==> config.mk <==
export PLATFORM = sky130hd
export DESIGN_NAME = write_iface
export DESIGN_NICKNAME = d
export VERILOG_FILES = /design/src/rtl/write_iface_pkg.sv /design/src/rtl/write_iface_alu.sv /design/src/rtl/write_iface.sv
export SDC_FILE = /design/constraint.sdc
export NUM_CORES = 1
export LEC_CHECK = 0
export ABC_AREA = 1
export ABC_CLOCK_PERIOD_IN_PS = 4130
export CORE_MARGIN = 2
export CORE_UTILIZATION = 40
export DETAILED_ROUTE_END_ITERATION = 10
export MAX_ROUTING_LAYER = met4
export PLACE_DENSITY = 0.69
export SLEW_MARGIN = 10
export SYNTH_ARGS = -nofsm -noshare
export SYNTH_HDL_FRONTEND = slang
export SYNTH_HIERARCHICAL = 1
export SYNTH_SLANG_ARGS = --single-unit
==> constraint.sdc <==
create_clock -name wb_clk_i -period 4.13 [get_ports wb_clk_i]
set_input_delay 0.826 -clock wb_clk_i [delete_from_list [all_inputs] [get_ports wb_clk_i]]
set_output_delay 0.826 -clock wb_clk_i [all_outputs]
set_load 0.02 [all_outputs]
==> src/rtl/write_iface_pkg.sv <==
// Shared constants and helpers for the planar VGA CPU-write path.
// Holds write modes, raster ops, FSM encodings and the plane-search/ROP functions.
package write_iface_pkg;

  localparam logic [1:0] WM0 = 2'd0;
  localparam logic [1:0] WM1 = 2'd1;
  localparam logic [1:0] WM2 = 2'd2;
  localparam logic [1:0] WM3 = 2'd3;

  localparam logic [1:0] ROP_COPY = 2'd0;
  localparam logic [1:0] ROP_AND  = 2'd1;
  localparam logic [1:0] ROP_OR   = 2'd2;
  localparam logic [1:0] ROP_XOR  = 2'd3;

  localparam logic [1:0] IDLE  = 2'd0;
  localparam logic [1:0] WRITE = 2'd1;
  localparam logic [1:0] ACK   = 2'd2;

  function automatic logic [15:0] rop_apply(input logic [1:0] op,
                                            input logic [15:0] s,
                                            input logic [15:0] l);
    logic [15:0] r;
    case (op)
      ROP_COPY: r = s;
      ROP_AND:  r = s & l;
      ROP_OR:   r = s | l;
      ROP_XOR:  r = s ^ l;
      default:  r = s;
    endcase
    return r;
  endfunction

  // Returns {found, index} of the lowest set mask bit at or above 'from'.
  function automatic logic [2:0] next_plane(input logic [3:0] mask,
                                            input logic [2:0] from);
    logic [2:0] res;
    res = 3'b000;
    for (int i = 3; i >= 0; i--) begin
      if (mask[i] && (i >= int'(from))) begin
        res = {1'b1, i[1:0]};
      end else begin
        res = res;
      end
    end
    return res;
  endfunction

endpackage

==> src/rtl/write_iface_alu.sv <==
// Combinational per-plane write data: set/reset, raster op and bit mask
// applied against the read-side latch of the selected plane.
module write_plane_alu
  import write_iface_pkg::*;
(
  input  logic [1:0]  plane_i,
  input  logic [15:0] dat_i,
  input  logic [7:0]  latch0_i,
  input  logic [7:0]  latch1_i,
  input  logic [7:0]  latch2_i,
  input  logic [7:0]  latch3_i,
  input  logic [1:0]  write_mode_i,
  input  logic [1:0]  raster_op_i,
  input  logic [7:0]  bit_mask_i,
  input  logic [3:0]  set_reset_i,
  input  logic [3:0]  enable_set_reset_i,
  output logic [15:0] dat_o
);

  logic [7:0]  lat_s;
  logic [15:0] l16_s;
  logic [15:0] m16_s;
  logic [15:0] src_s;
  logic [15:0] msk_s;

  // Plane data function for the four VGA write modes.
  always_comb begin
    case (plane_i)
      2'd0:    lat_s = latch0_i;
      2'd1:    lat_s = latch1_i;
      2'd2:    lat_s = latch2_i;
      2'd3:    lat_s = latch3_i;
      default: lat_s = latch0_i;
    endcase
    l16_s = {lat_s, lat_s};
    m16_s = {bit_mask_i, bit_mask_i};
    src_s = 16'h0000;
    msk_s = m16_s;
    case (write_mode_i)
      WM0: begin
        src_s = enable_set_reset_i[plane_i] ? {16{set_reset_i[plane_i]}} : dat_i;
        dat_o = (rop_apply(raster_op_i, src_s, l16_s) & msk_s) | (l16_s & ~msk_s);
      end
      WM1: begin
        dat_o = l16_s;
      end
      WM2: begin
        src_s = {{8{dat_i[{2'b10, plane_i}]}}, {8{dat_i[{2'b00, plane_i}]}}};
        dat_o = (rop_apply(raster_op_i, src_s, l16_s) & msk_s) | (l16_s & ~msk_s);
      end
      WM3: begin
        src_s = {16{set_reset_i[plane_i]}};
        msk_s = m16_s & dat_i;
        dat_o = (rop_apply(raster_op_i, src_s, l16_s) & msk_s) | (l16_s & ~msk_s);
      end
      default: begin
        dat_o = l16_s;
      end
    endcase
  end

endmodule

==> src/rtl/write_iface.sv <==
// CPU write into planar VGA memory: one Wishbone slave write becomes one
// SRAM master write per plane enabled in map_mask, then a single slave ack.
module write_iface
  import write_iface_pkg::*;
(
  input  logic        wb_clk_i,
  input  logic        wb_rst_i,
  input  logic [16:1] wbs_adr_i,
  input  logic [1:0]  wbs_sel_i,
  input  logic [15:0] wbs_dat_i,
  input  logic        wbs_stb_i,
  output logic        wbs_ack_o,
  output logic [17:1] wbm_adr_o,
  output logic [1:0]  wbm_sel_o,
  output logic [15:0] wbm_dat_o,
  output logic        wbm_stb_o,
  input  logic        wbm_ack_i,
  input  logic        memory_mapping1,
  input  logic [1:0]  write_mode,
  input  logic [1:0]  raster_op,
  input  logic [7:0]  bit_mask,
  input  logic [3:0]  set_reset,
  input  logic [3:0]  enable_set_reset,
  input  logic [3:0]  map_mask,
  input  logic [7:0]  latch0,
  input  logic [7:0]  latch1,
  input  logic [7:0]  latch2,
  input  logic [7:0]  latch3
);

  logic [1:0]  state_q, state_d;
  logic [1:0]  plane_q, plane_d;
  logic [15:1] off_q, off_d;
  logic [1:0]  sel_q, sel_d;
  logic [15:0] dat_q, dat_d;
  logic        sack_q, sack_d;
  logic        mstb_q, mstb_d;
  logic [2:0]  srch_s;
  logic        adr_unused;

  // The top address bit is not part of the planar offset in either mapping.
  assign adr_unused = wbs_adr_i[16];

  // Next-state: capture, plane walk over enabled planes, and ack pulse.
  always_comb begin
    state_d = state_q;
    plane_d = plane_q;
    off_d   = off_q;
    sel_d   = sel_q;
    dat_d   = dat_q;
    sack_d  = 1'b0;
    mstb_d  = 1'b0;
    srch_s  = 3'b000;
    case (state_q)
      IDLE: begin
        if (wbs_stb_i) begin
          off_d  = memory_mapping1 ? {1'b0, wbs_adr_i[14:1]} : wbs_adr_i[15:1];
          sel_d  = wbs_sel_i;
          dat_d  = wbs_dat_i;
          srch_s = next_plane(map_mask, 3'd0);
          if (srch_s[2]) begin
            state_d = WRITE;
            plane_d = srch_s[1:0];
            mstb_d  = 1'b1;
          end else begin
            state_d = ACK;
            sack_d  = 1'b1;
          end
        end else begin
          state_d = IDLE;
        end
      end
      WRITE: begin
        if (wbm_ack_i) begin
          srch_s = next_plane(map_mask, {1'b0, plane_q} + 3'd1);
          if (srch_s[2]) begin
            plane_d = srch_s[1:0];
            mstb_d  = 1'b1;
          end else begin
            state_d = ACK;
            sack_d  = 1'b1;
          end
        end else begin
          mstb_d = 1'b1;
        end
      end
      ACK: begin
        state_d = IDLE;
      end
      default: begin
        state_d = IDLE;
      end
    endcase
  end

  // State and capture registers; reset aborts any transaction in flight.
  always_ff @(posedge wb_clk_i or posedge wb_rst_i) begin
    if (wb_rst_i) begin
      state_q <= IDLE;
      plane_q <= 2'd0;
      off_q   <= 15'd0;
      sel_q   <= 2'd0;
      dat_q   <= 16'd0;
      sack_q  <= 1'b0;
      mstb_q  <= 1'b0;
    end else begin
      state_q <= state_d;
      plane_q <= plane_d;
      off_q   <= off_d;
      sel_q   <= sel_d;
      dat_q   <= dat_d;
      sack_q  <= sack_d;
      mstb_q  <= mstb_d;
    end
  end

  assign wbs_ack_o = sack_q;
  assign wbm_stb_o = mstb_q;
  assign wbm_adr_o = {plane_q, off_q};
  assign wbm_sel_o = sel_q;

  write_plane_alu u_alu (
    .plane_i            (plane_q),
    .dat_i              (dat_q),
    .latch0_i           (latch0),
    .latch1_i           (latch1),
    .latch2_i           (latch2),
    .latch3_i           (latch3),
    .write_mode_i       (write_mode),
    .raster_op_i        (raster_op),
    .bit_mask_i         (bit_mask),
    .set_reset_i        (set_reset),
    .enable_set_reset_i (enable_set_reset),
    .dat_o              (wbm_dat_o)
  );

endmodule

Word level (Yosys, flattened, before mapping)
Index checks and enable logic that the tools add are counted.
Storage, ports and cells
  bits in registers: 39
  input bits: 95
  output and inout bits: 37
  logic and storage cells: 112
Cells by class
  $add $sub $neg: 1
  magnitude comparators: 7
  equal/unequal tests: 15
  mux-type cells: 50
  bitwise gates (word level): 20
  reductions and logical operators: 12
Operator list (count)
  $pmux 16 s4: 4
  $and 16x16->16: 9
  $or 16x16->16: 6
  $mux 16: 4
  $xor 16x16->16: 3
  $mux 3: 12
  $not 16->16: 2
  $pmux 8 s4: 1
  $mux 2: 8
  $mux 15: 1
  $eq 2x2->1 const B: 6
  $mux 1: 12
  $ne 2x2->1 const B: 5
  $bmux 1 s2: 4
  $eq 2x1->1 const B: 4
  $logic_not 2->1: 4
  $pmux 2 s2: 2
  $ge 1x3->1 const A: 2
  $ge 2x3->1 const A: 2
  $lt 2x5->1 const B: 1
  $lt 4x5->1 const B: 1
  $reduce_and 5->1: 1
  $logic_and 1x1->1: 4
  $pmux 1 s2: 2
  other kinds (4): 5

Longest topological paths before layout
Gate-level depths: netlist of run 1.
  depth after elaboration: 12
  mapped depth: 19
  gate-level depth less buffers: 17

By module
The synthesis of run 1 kept the hierarchy.
By module, submodules not included
  write_plane_alu: instances 1, cells an instance 628, area an instance 3014.1 µm², seq. area each 0.0 µm²
  write_iface: instances 1, cells an instance 190, area an instance 1584.0 µm², seq. area each 975.9 µm²

Least setup slack after synthesis of run 1
Ideal clock, no wire load.
  path kind: flip-flop to output port
  start: register plane_q[1]
  end: output wbm_dat_o[7]
  arrival: 2215 ps
  required time: 3304 ps
  slack: 1089 ps
  stages on the path, launching flop included: 20
  buffers on the path: 2
  path through: dfrtp_1 > buf_6 > inv_4 > nand2_2 > inv_2 > nand2_1 > nand2_1 > nor2_2 > buf_4 > inv_1 > ha_1 > a22o_1 > inv_1 > nand2_1 > nand2_1 > nand2_1 > nand2_1 > nand2_1 > nand2_1 > nand2_1
Between the ends
  cells in the longest elaborated chain, start to end: 9
  elaborated cells between the ends (all ways): 36
  classes of those cells: eq/ne (3); mux (15); bitwise (17); reduce/logical (1)
RTL lines
  start, declared: RTL line write_iface.sv:32  | logic [1:0] plane_q, plane_d;
  start signal, assigned: RTL line write_iface.sv:108  | plane_q <= plane_d;
  $bmux 1 s2 (on tied branches): RTL line write_iface_alu.sv:41, write_iface_alu.sv:52
  $mux 1 (on tied branches): RTL line write_iface_alu.sv:41, write_iface_alu.sv:52
  $mux 16: RTL line write_iface_alu.sv:41  | src_s = enable_set_reset_i[plane_i] ? {16{set_reset_i[plane_i]}} : dat_i;
  $xor 16x16->16 (tied with other cells): RTL line write_iface_pkg.sv:27  | ROP_XOR: r = s ^ l;
  $pmux 16 s4: RTL line write_iface_pkg.sv:23  | case (op)
  $mux 16: RTL line write_iface_alu.sv:39  | case (write_mode_i)
  $and 16x16->16: RTL line write_iface_alu.sv:42  | dat_o = (rop_apply(raster_op_i, src_s, l16_s) & msk_s) | (l16_s & ~msk_s);
  $or 16x16->16: RTL line write_iface_alu.sv:42
  $pmux 16 s4 (*): RTL line write_iface_alu.sv:39
  end, declared: RTL line write_iface.sv:15  | output logic [15:0] wbm_dat_o,
Every way passes the cells marked *; elsewhere a longest branch is shown, timed or not. The select of a mux whose other input is x is not followed.

Worst setup path after layout of run 1
  start: input enable_set_reset[0]
  end: output wbm_dat_o[10]
Between the ends
  cells in the longest elaborated chain, start to end: 9
  elaborated cells between the ends (all ways): 11
  classes of those cells: mux (6); bitwise (5)
RTL lines
  start, declared: RTL line write_iface.sv:23  | input logic [3:0] enable_set_reset,
  $bmux 1 s2 (*): RTL line write_iface_alu.sv:41
  $mux 1 (implied by the code) (*): RTL line write_iface_alu.sv:41
  $mux 16 (*): RTL line write_iface_alu.sv:41
  $xor 16x16->16 (tied with other cells): RTL line write_iface_pkg.sv:27
  $pmux 16 s4 (*): RTL line write_iface_pkg.sv:23
  $mux 16 (*): RTL line write_iface_alu.sv:39
  $and 16x16->16 (*): RTL line write_iface_alu.sv:42
  $or 16x16->16 (*): RTL line write_iface_alu.sv:42
  $pmux 16 s4 (*): RTL line write_iface_alu.sv:39
Marked as above.

==> flow_summary.ini, run 1 <==
[power]
powerDensity_mw_per_mm2 = 644.4
ir_drop_mv = 0.4227
power.leakage_nw = 3.568

[detailed_routing]
antenna_left = 0
drt-initial-drc-count = 342
dr.pass1.iters = 5
drc = 0
wl_um = 14140
via_per_inst = 4.922
vias = 5395
wl_per_cell_um = 12.90

[synthesis]
synth-edff-count = 0
synthCells = 818
synth_ff_type = dfrtp_1
yosysWarnings = 6
avgSynthCellArea_um2 = 5.621
synth_seq_cells = 39
async_reset_ff_frac = 1.000
seq_area_frac_synth = 0.2122
synth_cell_types = 33
synth_fp_nets = 929
synth_area_mm2 = 0.004598

[sta]
slew_violations = 0
layout_min_cycle_time_ps = 3932
max-slew-margin-rel = 0.5902
rsz0062_at_grt = no
hold_viol = 0
worstMarginPinSlew_ps = 614.0
fin_worst_skew_ps = 5.182
min_period_over_period = 0.9520
fin_ws_ps = 198.2
setup_tns_ps = 0
max_freq_mhz = 254.3
finalSetupViolations = 0

[clock_tree]
numCtsBuffers = 5
cts_sinks = 39
h-tree-depth = 2
clk_pin_slew_worst_paths_ps = 60
ctsRootBufferMaster = clkbuf_16
cts_setup_buffers = 0
tritoncts = built
clk_latency_ps = 280
clock_path_buffers = 2

[grt]
track_usage = 0.2374
met2_usage = 0.4000
grt_pass1_wl_um = 23760
grt_max_degree = 40
met1_usage = 0.3102
use_met3 = 0.01968
busiest_layer = met2
grt_pass1_vias = 5061
antenna_found_initial = 0
grt-ovfl-total = 0

[die]
start_util = 0.4062
die_area_mm2 = 0.01237
rows = 39
die_x_um = 111.2
core_area_mm2 = 0.01132
ioPinCount = 132
fp.dieH_um = 111.2

[worst_setup_path]
cp.required_ps = 3300
critPathCaptureType = primary output
setup.worst_path.start_class = input port
crit_arrival_ps = 3110
critical_path_class = input port to primary output
cp_max_fo = 21

[final_layout]
drive_gt1_frac = 0.09969
nNetsFinal = 1063
fill_cells = 1218
diodes = 0
syn2layout_area_growth_pct = 37.01

[placed_design]
dp_hpwl_um = 10940
place.gp.congestion = 0.9325
io_buffers = 130
dp_slack_ps = 72.54

[hold_path]
min_path_type = flop to flop

[run]
cap_violations = 0

[run_status]
outcome = completed
[flip-flops by register name, indices dropped and copies added (netlist names)]
register and cells:
plane_q 2, wbm_stb_o 1, wbs_ack_o 1, state_q 2
dat_q 16, off_q 15, wbm_sel_o 2
[synthesized netlist by cell type (all sizes together) (5+ instances only)]
cell	number	area share
a21oi	26	0.032
buf	26	0.038
clkbuf	5	0.0041
dfrtp	39	0.21
ha	16	0.044
inv	85	0.070
nand2	388	0.33
nand3	98	0.11
nand4	5	0.014
nor2	66	0.066
o21ai	48	0.053
or2	12	0.016
[kinds of logic after synthesis]
group                    count (synthesis)  synth area share
AND/OR/NAND/NOR                        571            0.5442
AO/OA/AOI/OAI                           75           0.08653
buffers and inverters                  117            0.1135
flip-flops                              39            0.2122
adder cells (fa/ha/maj)                 16           0.04354
[timing repair]
item | CTS | global route
hold buffers | 0 | 0
endpoints found under the setup margin | 0 | 15
gates resized for setup | 0 | 12
hold endpoints to repair | 0 | 0
[placed cells by master (no fill, tap or decap), drive strengths merged, types with 2 or more instances in the layout]
cell / instances
nand2: 388
clkdlybuf4s50: 119
nand3: 98
inv: 85
nor2: 66
o21ai: 48
dfrtp: 39
buf: 28
a21oi: 26
ha: 16
or2: 12
dlymetal6s2s: 11
clkbuf: 7
nand4: 5
nand3b: 2
[final cells by class]
type,count,area (um2),area share
inverter,86,327.8,0.05204
clock inverter,1,7.507,0.001192
tap,143,178.9,0.02840
clock buffer,7,152.6,0.02423
sequential,39,975.9,0.1549
timing repair buffer,158,1551,0.2463
multi-input combinational,662,3105,0.4929
[worst max-delay path: stages]
cell             delay [ps]
clkdlybuf4s50_1         420
nand2_2                  70
nand2_2                  70
nand2_4                 170
nand2_8                 110
nand2_4                 230
o21ai_1                 160
nor2_1                  110
nor2_1                   50
nand2_1                  70
nand2_1                  60
nand2_1                  50
nand2_1                  50
nand2_1                  70
clkdlybuf4s50_1         590
[final timing paths]
check	from	end	slack, ps	cells past startpoint
max	enable_set_reset[0]	wbm_dat_o[10]	200	15
min	off_q[10]$_DFFE_PP0P_	off_q[10]$_DFFE_PP0P_	470	2
max reg2reg	plane_q[1]$_DFFE_PP0P_	plane_q[0]$_DFFE_PP0P_	2590	8
min reg2reg	off_q[10]$_DFFE_PP0P_	off_q[10]$_DFFE_PP0P_	470	2
max in group asynchronous	wb_rst_i	off_q[14]$_DFFE_PP0P_	2830	3
min in group asynchronous	wb_rst_i	off_q[6]$_DFFE_PP0P_	960	3
[metrics by stage]
stage	hold slack, ps	util	area, um2	power, mW	std cells
6_report	469.3	0.5565	6300	4.060	1096
5_1_grt	502.3	0.5565	6300	4.503	1096
4_1_cts	476.4	0.5536	6267	4.077	1096
3_5_place_dp	461.8	0.5395	6107	3.662	1088
3_3_place_gp	452.7	0.5395	6107	3.628	1088
2_1_floorplan	463.3	-	4598	2.728	818
[where the power goes]
part | leakage (nW) | switching, mW | internal (mW)
Clock | 0.0761 | 0.142 | 0.256
Combinational | 3.01 | 1.80 | 1.14
Sequential | 0.487 | 0.170 | 0.554
[per-layer routing]
layer	vias to the layer above	routed length (um)
met5	-	0
li1	2821	-
met3	18	917
met1	2376	6300
met4	0	282
met2	180	6638
Power figures use the tool's default switching activity.
==> run 2, diff against run 1 <==
- CTS_BUF_LIST: default -> sky130_fd_sc_hd__clkbuf_8 sky130_fd_sc_hd__clkbuf_16
==> results of run 2 <==
The final DEF is identical to that of run 1; final timing and power are the same.
==> run 3, diff against run 2 <==
- CTS_BUF_LIST: sky130_fd_sc_hd__clkbuf_8 sky130_fd_sc_hd__clkbuf_16 -> default
- DONT_BUFFER_PORTS: default -> 1
- PLACE_DENSITY: 0.69 -> default
==> run 3 against run 2 <==
Effect of this change: final area shrank 24%; fmax is 4.6% higher; worst setup slack gained 170 ps; non-clock buffer count shrank 147; clock-buffer cell count is the same; utilization fell by 13 points; critical path depth fell by 1; routed wire length decreased by 3.7%; sequential share of layout area rose by 4.8 points; critical endpoint is now wbm_dat_o[8]; highest routed layer unchanged.
==> flow_summary.ini, run 3 (synthesis results as in run 1) <==
[run_status]
outcome = completed

[detailed_routing]
wl_per_cell_um = 14.34
dr.pass1.iters = 5
antenna_left = 0
via_per_inst = 5.098
wl_um = 13610
drt-initial-drc-count = 382
vias = 4838
drc = 0

[clock_tree]
numCtsBuffers = 5
h-tree-depth = 2
cts_sinks = 39
cts_setup_buffers = 0
hold_buffers = 0
clk_pin_slew_worst_paths_ps = 60
clk_latency_ps = 270
tritoncts = built
clock_path_buffers = 2
cts_resized = 0
ctsRootBufferMaster = clkbuf_16

[power]
power.leakage_nw = 2.842
powerDensity_mw_per_mm2 = 743.3
ir_drop_mv = 0.4120

[final_layout]
diodes = 0
most-common-layout-cells = nand2_1 (374), nand3_1 (91), inv_1 (75)
multiInputGateArea_mm2 = 0.003100
syn2layout_area_growth_pct = 4.463
fill_cells = 1287
drive_gt1_frac = 0.09429
top_regs = dat_q (16), off_q (15)
final_common_cell = nand2_1
final_core_utilization = 0.4243
nNetsFinal = 916
top_register = dat_q
regArea_um2 = 975.9
largest_reg_flops = 16

[die]
fp.dieH_um = 111.2
ioPinCount = 132
start_util = 0.4062
die_x_um = 111.2
core_area_mm2 = 0.01132
die_area_mm2 = 0.01237
rows = 39

[worst_setup_path]
cp.required_ps = 3300
crit_arrival_ps = 2930
setup.worst_path.start_class = flop
critical_path_class = flop to primary output
critPathCaptureType = primary output
cp_max_fo = 21
rrSetupSlack_ps = 2530
r2r_start = state_q[1]$_DFFE_PP0P_
r2r_cells = 6
r2r-end = wbs_ack_o$_DFF_PP0_

[grt]
grt_pass1_wl_um = 22250
track_usage = 0.2237
grt_pass1_vias = 4496
antenna_found_initial = 0
grt-ovfl-total = 0
grt_max_degree = 36

[sta]
max_freq_mhz = 266.1
slew_violations = 0
finalSetupViolations = 0
worstMarginPinSlew_ps = 868.1
min_period_over_period = 0.9100
fin_ws_ps = 371.5
layout_min_cycle_time_ps = 3758
max-slew-margin-rel = 0.4206
fin_worst_skew_ps = 3.134
rsz0062_at_grt = no
hold_viol = 0
setup_tns_ps = 0

[hold_path]
holdPathStages = 2
min_from = dat_q[12]$_DFFE_PP0P_
min_path_type = flop to flop
hold_end = dat_q[12]$_DFFE_PP0P_

[run]
cap_violations = 0

[placed_design]
dp_hpwl_um = 10260
io_buffers = 0
dp_slack_ps = 670.8
place.gp.congestion = 0.9081
## run 3: cell types whose count changed in the layout (fill, tap and decap cells not counted), sizes merged
cell	delta
clkinv	+1
buf	-17
clkdlybuf4s50	-119
dlymetal6s2s	-11
clkinvlp	-1
## run 3: final cells by class
type,count,area share
sequential,39,0.2032
clock inverter,1,0.001042
timing repair buffer,11,0.01719
inverter,86,0.06825
multi-input combinational,662,0.6455
clock buffer,7,0.02761
tap,143,0.03725
## run 3: where the power goes
| group | leakage [nW] | total, mW | switching (mW) | internal (mW) |
|---|---|---|---|---|
| Sequential | 0.487 | 0.835 | 0.282 | 0.553 |
| Clock | 0.0679 | 0.357 | 0.135 | 0.223 |
| Combinational | 2.29 | 2.38 | 1.64 | 0.738 |
| Total | 2.84 | 3.57 | 2.06 | 1.51 |
## run 3: worst max path at each step
stage | startpoint | end | slack [ps]
2_1_floorplan | plane_q[1]$_DFFE_PP0P_ | wbm_dat_o[7] | 1090
3_3_place_gp | set_reset[3] | wbm_dat_o[8] | 690
3_5_place_dp | set_reset[3] | wbm_dat_o[8] | 670
4_1_cts | plane_q[0]$_DFFE_PP0P_ | wbm_dat_o[8] | 400
5_1_grt | plane_q[0]$_DFFE_PP0P_ | wbm_dat_o[10] | 110
6_report | plane_q[0]$_DFFE_PP0P_ | wbm_dat_o[8] | 370
## run 3: worst max-delay path, stage by stage (launching register included)
cell and delay (ps):
dfrtp_1 510, buf_4 280, nand2_1 70, nand2_1 80
nand2_1 70, nand2_1 520, nand2_4 310, o21ai_1 270
nor2_1 70, nor2_1 90, nand2_1 70, nand2_1 70
nand2_1 50, nand2_1 50, nand2_1 150
## run 3: routing by layer
layer	GRT usage	up-vias	routed length, um
li1	-	2529	-
met1	0.2989	2129	6202
met2	0.3618	160	6273
met3	0.01859	20	821
met4	0.07078	0	312
met5	-	-	0
## run 3: stage by stage
step	power, mW	cells	hold slack [ps]	area (um2)
after floorplan	2.728	818	463.3	4598
after CTS	3.570	949	520.4	4803
after global routing	3.956	949	575.3	4803
after global placement	3.174	941	494.6	4666
after detailed placement	3.202	941	507.3	4666
final	3.571	949	512.5	4803
